$ cat src/rtl/seq_mac.sv
// Sequential multiply-accumulate: one shift-add step per cycle over W cycles,
// then sign fix-up and accumulate. Valid/ready handshakes on both sides.
module seq_mac #(
   parameter int W = 12,
   parameter int G = 4
) (
   input  logic                 clk,
   input  logic                 rst,
   input  logic                 in_valid,
   output logic                 in_ready,
   input  logic [W-1:0]         a,
   input  logic [W-1:0]         b,
   input  logic                 is_signed,
   input  logic                 accumulate,
   output logic                 out_valid,
   input  logic                 out_ready,
   output logic [2*W+G-1:0]     result,
   output logic                 overflow
);

   localparam int ACC_W = 2*W + G;
   localparam int CW    = $clog2(W) + 1;

   typedef enum logic [1:0] {
      IDLE = 2'd0,
      CALC = 2'd1,
      FIN  = 2'd2,
      DONE = 2'd3
   } state_t;

   state_t             state;
   logic [W-1:0]       ma;
   logic [W-1:0]       mb;
   logic               neg;
   logic               sgn;
   logic               acc_mode;
   logic [CW-1:0]      cnt;
   logic [2*W-1:0]     prod;
   logic [ACC_W-1:0]   acc;

   logic [W-1:0]       a_mag;
   logic [W-1:0]       b_mag;
   logic [W:0]         step_sum;
   logic [2*W-1:0]     prod_next;
   logic [2*W-1:0]     prod_s;
   logic [ACC_W-1:0]   ext;
   logic [ACC_W:0]     sum;
   logic               ovf_next;

   // Operand magnitudes, one shift-add step, and the FIN-stage sign fix-up/add
   always_comb begin
      a_mag = (is_signed && a[W-1]) ? (~a + W'(1)) : a;
      b_mag = (is_signed && b[W-1]) ? (~b + W'(1)) : b;

      // add multiplicand into the upper half (carry kept), then shift right
      step_sum  = {1'b0, prod[2*W-1:W]} + {1'b0, (prod[0] ? ma : '0)};
      prod_next = {step_sum, prod[W-1:1]};

      prod_s = neg ? (~prod + (2*W)'(1)) : prod;
      ext    = sgn ? {{G{prod_s[2*W-1]}}, prod_s} : {{G{1'b0}}, prod_s};
      sum    = acc_mode ? ({1'b0, acc} + {1'b0, ext}) : {1'b0, ext};

      ovf_next = 1'b0;
      if (acc_mode) begin
         if (sgn)
            ovf_next = (acc[ACC_W-1] == ext[ACC_W-1]) && (sum[ACC_W-1] != acc[ACC_W-1]);
         else
            ovf_next = sum[ACC_W];
      end
   end

   // Control FSM with registered handshake outputs and datapath registers
   always_ff @(posedge clk) begin
      if (rst) begin
         state     <= IDLE;
         ma        <= '0;
         mb        <= '0;
         neg       <= 1'b0;
         sgn       <= 1'b0;
         acc_mode  <= 1'b0;
         cnt       <= '0;
         prod      <= '0;
         acc       <= '0;
         overflow  <= 1'b0;
         out_valid <= 1'b0;
         in_ready  <= 1'b1;
      end else begin
         case (state)
            IDLE: begin
               if (in_valid) begin
                  ma       <= a_mag;
                  mb       <= b_mag;
                  neg      <= is_signed & (a[W-1] ^ b[W-1]);
                  sgn      <= is_signed;
                  acc_mode <= accumulate;
                  cnt      <= '0;
                  prod     <= {{W{1'b0}}, b_mag};
                  in_ready <= 1'b0;
                  state    <= CALC;
               end
            end
            CALC: begin
               prod <= prod_next;
               cnt  <= cnt + CW'(1);
               if (cnt == CW'(W-1))
                  state <= FIN;
            end
            FIN: begin
               acc       <= sum[ACC_W-1:0];
               overflow  <= ovf_next;
               out_valid <= 1'b1;
               state     <= DONE;
            end
            DONE: begin
               if (out_ready) begin
                  out_valid <= 1'b0;
                  in_ready  <= 1'b1;
                  state     <= IDLE;
               end
            end
            default: state <= IDLE;
         endcase
      end
   end

   assign result = acc;

endmodule

$ cat config.mk
export PLATFORM = sky130hd
export DESIGN_NAME = seq_mac
export DESIGN_NICKNAME = d
export VERILOG_FILES = /design/src/rtl/seq_mac.sv
export SDC_FILE = /design/constraint.sdc
export NUM_CORES = 1
export LEC_CHECK = 0
export BUFFER_PORTS_ARGS = -buffer_cell sky130_fd_sc_hd__clkbuf_2
export CAP_MARGIN = 20
export CORE_ASPECT_RATIO = 1.5
export CORE_MARGIN = 10
export CORE_UTILIZATION = 61
export DETAILED_ROUTE_END_ITERATION = 10
export PLACE_DENSITY = 0.82
export SYNTH_ARGS = -nofsm -noshare
export SYNTH_HDL_FRONTEND = slang
export SYNTH_SLANG_ARGS = --single-unit
$ cat constraint.sdc
create_clock -name clk -period 4.6 [get_ports clk]
set_clock_uncertainty 0.1 [all_clocks]
set_input_delay 0.69 -clock clk [delete_from_list [all_inputs] [get_ports clk]]
set_output_delay 0.69 -clock clk [all_outputs]
set_load 0.01 [all_outputs]
==> key figures <==
Run status
  • Outcome: completed

CTS
  • Register clock-pin slew on the reported worst setup and hold paths: 0.06 ns
  • Number of H-tree branching levels: 3
  • CTS buffer count: 9
  • Clock latency at the later pin of the worst-skew pair: 0.34 ns
  • Maximum number of buffers from clock root to sink: 2
  • Cts hold-fix bufs: 0
  • Clock Sink Count: 77
  • TritonCTS clock tree: built
  • Clock root buffer: clkbuf_16

Timing
  • Setup tns final: 0 ns
  • Post-route worst setup slack: 0.3942 ns
  • Final Hold Fails: 0
  • Tightest slew margin relative to the limit: 40.02%
  • Worst Tran Pin Value: 0.8997 ns
  • Final critical-path required period: 4.206 ns
  • Fin crit share: 91.43%
  • Achievable clock frequency: 237.8 MHz
  • Final-report max-slew violation count: 0
  • Setup-violating endpoint count in the final report: 0
  • RSZ-0062 raised after global routing: no

Setup path
  • Depth of the worst register-to-register path: 16
  • Endpoint arrival time on the critical path: 4.39 ns
  • Worst setup path class: flop to flop
  • Origin of the critical flop-to-flop path: prod[2]$_SDFFE_PP0P_
  • Setup slack of the most critical reg-to-reg path: 0.39 ns
  • Endpoint kind of the worst setup timing path: flop
  • Startpoint of the worst setup timing path: prod[2]$_SDFFE_PP0P_
  • Setup crit start kind: flop
  • Critical path peak fanout: 7
  • Critical path capture point: result[27]$_SDFFE_PP0P_
  • Required time of the worst setup path: 4.79 ns
  • End of the worst register-to-register path: result[27]$_SDFFE_PP0P_

Placed design
  • Port Buffers: 60
  • GPL Wtd Cong: 0.9768
  • Detailed placer's ending HPWL: 12130 um
  • Worst Setup Slack post-DPL: 0.3532 ns

GRT
  • First-pass GRT wire length: 26040 um
  • Met1 usage in global routing: 26.15%
  • Number of global-route vias before repair: 5640
  • Pin count of the biggest net entering global routing: 52
  • Initial antenna violation count: 0
  • Routing layer with the top usage in global route: met2
  • Global router's overall resource usage: 21.71%
  • Global route total overflow: 0
  • Global-route met2 utilization: 38.33%
  • Met3 layer usage reported by global route: 3.188%

Route
  • Number of vias after detailed routing: 5984
  • WL final: 15860 um
  • Remaining number of nets flagged by the antenna check after routing: 0
  • Initial DRC Count: 292
  • Via/cell ratio: 6.233
  • Remaining routing DRC violations: 0
  • First-pass iteration count of the detailed router: 5
  • WL/cell: 16.52 um

Cells and area
  • Final cell utilization of the core: 70.04%
  • Final layout net count: 920
  • Proportion of layout cells with a drive suffix above 1: 11.83%
  • Filler cells: 838
  • Diode count: 0
  • Growth of design area from synthesis to finish: 11.42%

Synthesis
  • Mapped cell area: 6126 um^2
  • Synthesized area divided by synthesized cell count: 7.657 um^2
  • Number of nets produced by synthesis: 880
  • Synthesis Warnings: 0
  • Most frequently used cell type in the post-synthesis netlist: nand2_1
  • Area share of the largest cell type after synthesis: 25.16%
  • Predominant post-synthesis flop cell: dfxtp_1
  • Number of flops mapped to enable cells by yosys: 0
  • Library cells used by synthesis: 63
  • Commonest cells post-synth: nand2_1, nor2_1, dfxtp_1, a21oi_1, ha_1
  • Cells after synthesis: 800
  • Top post-synthesis cells by area: dfxtp_1, ha_1, xnor2_1
  • Async set-or-reset flop fraction in the synthesized netlist: 0%
  • Synth Register Bits: 77
  • Post-synth top area cell: dfxtp_1
  • Portion of the post-synthesis area used by sequential elements: 25.16%

Hold path
  • Worst min path class: flop to flop

Power
  • Design internal power: 2096 uW
  • Power density over the cells: 545.5 nW/um^2
  • Sequential group share of total power: 27.6%
  • Max IR drop VDD: 0.0005395 V
  • Sw frac: 43.71%
  • Switching power summed over all nets: 1628 uW
  • Leak pwr: 0.002978 uW
  • Relative contribution of the clock network to total power: 21.8%
  • Post-layout power: 3723 uW
  • Comb pwr share: 50.6%

Floorplan
  • Core area: 9744 um^2
  • Vertical die dimension: 142.7 um
  • Die Footprint: 14530 um^2
  • Starting density of the core: 62.87%
  • Die X-Extent: 101.8 um
  • Placement Rows: 44
  • Number of primary I/O pins: 61

Run
  • Max_cap viols: 0
-- metrics by stage --
stage	hold slack, ns	area [um^2]	std cells
final	0.3523	6825	960
after CTS	0.3546	6803	957
after detailed placement	0.3464	6459	941
after global routing	0.3838	6825	960
after floorplan	0.3317	6126	800
after global placement	0.3443	6459	941
-- power groups by stage --
stage	logic [uW]	registers (uW)	clock network, uW
2_1_floorplan	1370	1040	0
3_3_place_gp	1780	1030	0
3_5_place_dp	1830	1040	0
4_1_cts	1840	1030	826
5_1_grt	2090	1050	851
6_report	1880	1030	812
-- state kept, by name, indices dropped and copies added, names as in the netlist --
register,cells
sgn,1
state,2
neg,1
prod,24
result,28
ma,12
acc_mode,1
cnt,5
overflow,1
out_valid,1
in_ready,1
-- area by class of cell --
type                    count  area, um^2  area share [%]
clock buffers              12       266.5           3.905
clock inverters             4       77.57           1.137
inverters                  17       63.81          0.9349
multi-input cells         666        4364           63.94
flip-flops and latches     77        1541           22.58
well taps                 115       143.9           2.108
repair buffers             69       367.9           5.390
-- worst max-delay path, cell delays in order (launching register included) --
cell and delay [ns]:
dfxtp_1 0.37, nor4_1 0.54, nand4_1 0.15, buf_4 0.20, buf_4 0.14, o41ai_4 0.37
xnor2_1 0.27, nand2_1 0.14, inv_1 0.16, ha_1 0.30, a21o_1 0.22, a21oi_1 0.22
nand2_1 0.07, or3_1 0.37, a31oi_1 0.23, mux2i_1 0.22, a21o_1 0.09
-- layout by cell type (no fill, tap or decap), types with 6 or more instances in the layout --
master,synthesis,final
or3_1,6,6
xor2_1,27,27
nand4_1,7,7
dfxtp_1,77,77
o211ai_1,11,11
mux2i_1,11,11
nand2_1,97,97
o21bai_1,6,6
ha_1,48,47
a311oi_1,10,10
xnor2_1,45,45
a21o_1,24,24
a21oi_1,55,55
clkbuf_16,0,9
a211oi_1,28,28
nor4_1,6,6
nor3_1,14,14
nand2b_1,13,13
o21ai_0,36,35
a31oi_1,9,9
and2_1,18,18
buf_4,0,9
nor2_1,92,92
nand3_1,16,16
a22oi_1,12,12
nor2b_1,9,9
clkbuf_2,0,60
inv_1,16,16
-- worst min path at each step --
stage                       start            endpoint  slack, ns  depth (start not counted)
2_1_floorplan  ma[0]$_SDFFE_PP0P_  ma[0]$_SDFFE_PP0P_       0.33                          2
3_3_place_gp   ma[0]$_SDFFE_PP0P_  ma[0]$_SDFFE_PP0P_       0.34                          2
3_5_place_dp   ma[0]$_SDFFE_PP0P_  ma[0]$_SDFFE_PP0P_       0.35                          2
4_1_cts        ma[0]$_SDFFE_PP0P_  ma[0]$_SDFFE_PP0P_       0.35                          2
5_1_grt        ma[0]$_SDFFE_PP0P_  ma[0]$_SDFFE_PP0P_       0.38                          2
6_report       ma[0]$_SDFFE_PP0P_  ma[0]$_SDFFE_PP0P_       0.35                          2
-- what timing repair did --
action	in CTS	in global routing
setup endpoints to repair	0	2
buffers inserted	0	2
hold endpoints to repair	0	0
resized for setup	0	1
-- layer usage --
metal / vias up / routed length, um
met4: 0 / 279
met3: 26 / 911
li1: 2973 / -
met5: - / 0
met2: 213 / 7976
met1: 2772 / 6690
-- logic make-up after synthesis --
family	count (synthesis)	synth area share (%)
AND/OR/NAND/NOR	299	22.71
flip-flops	77	25.16
XOR/XNOR	72	10.29
adder cells (fa/ha/maj)	50	10.46
buffers and inverters	57	3.636
AO/OA/AOI/OAI	233	25.76
multiplexers	12	1.981
Power figures use the tool's default switching activity.
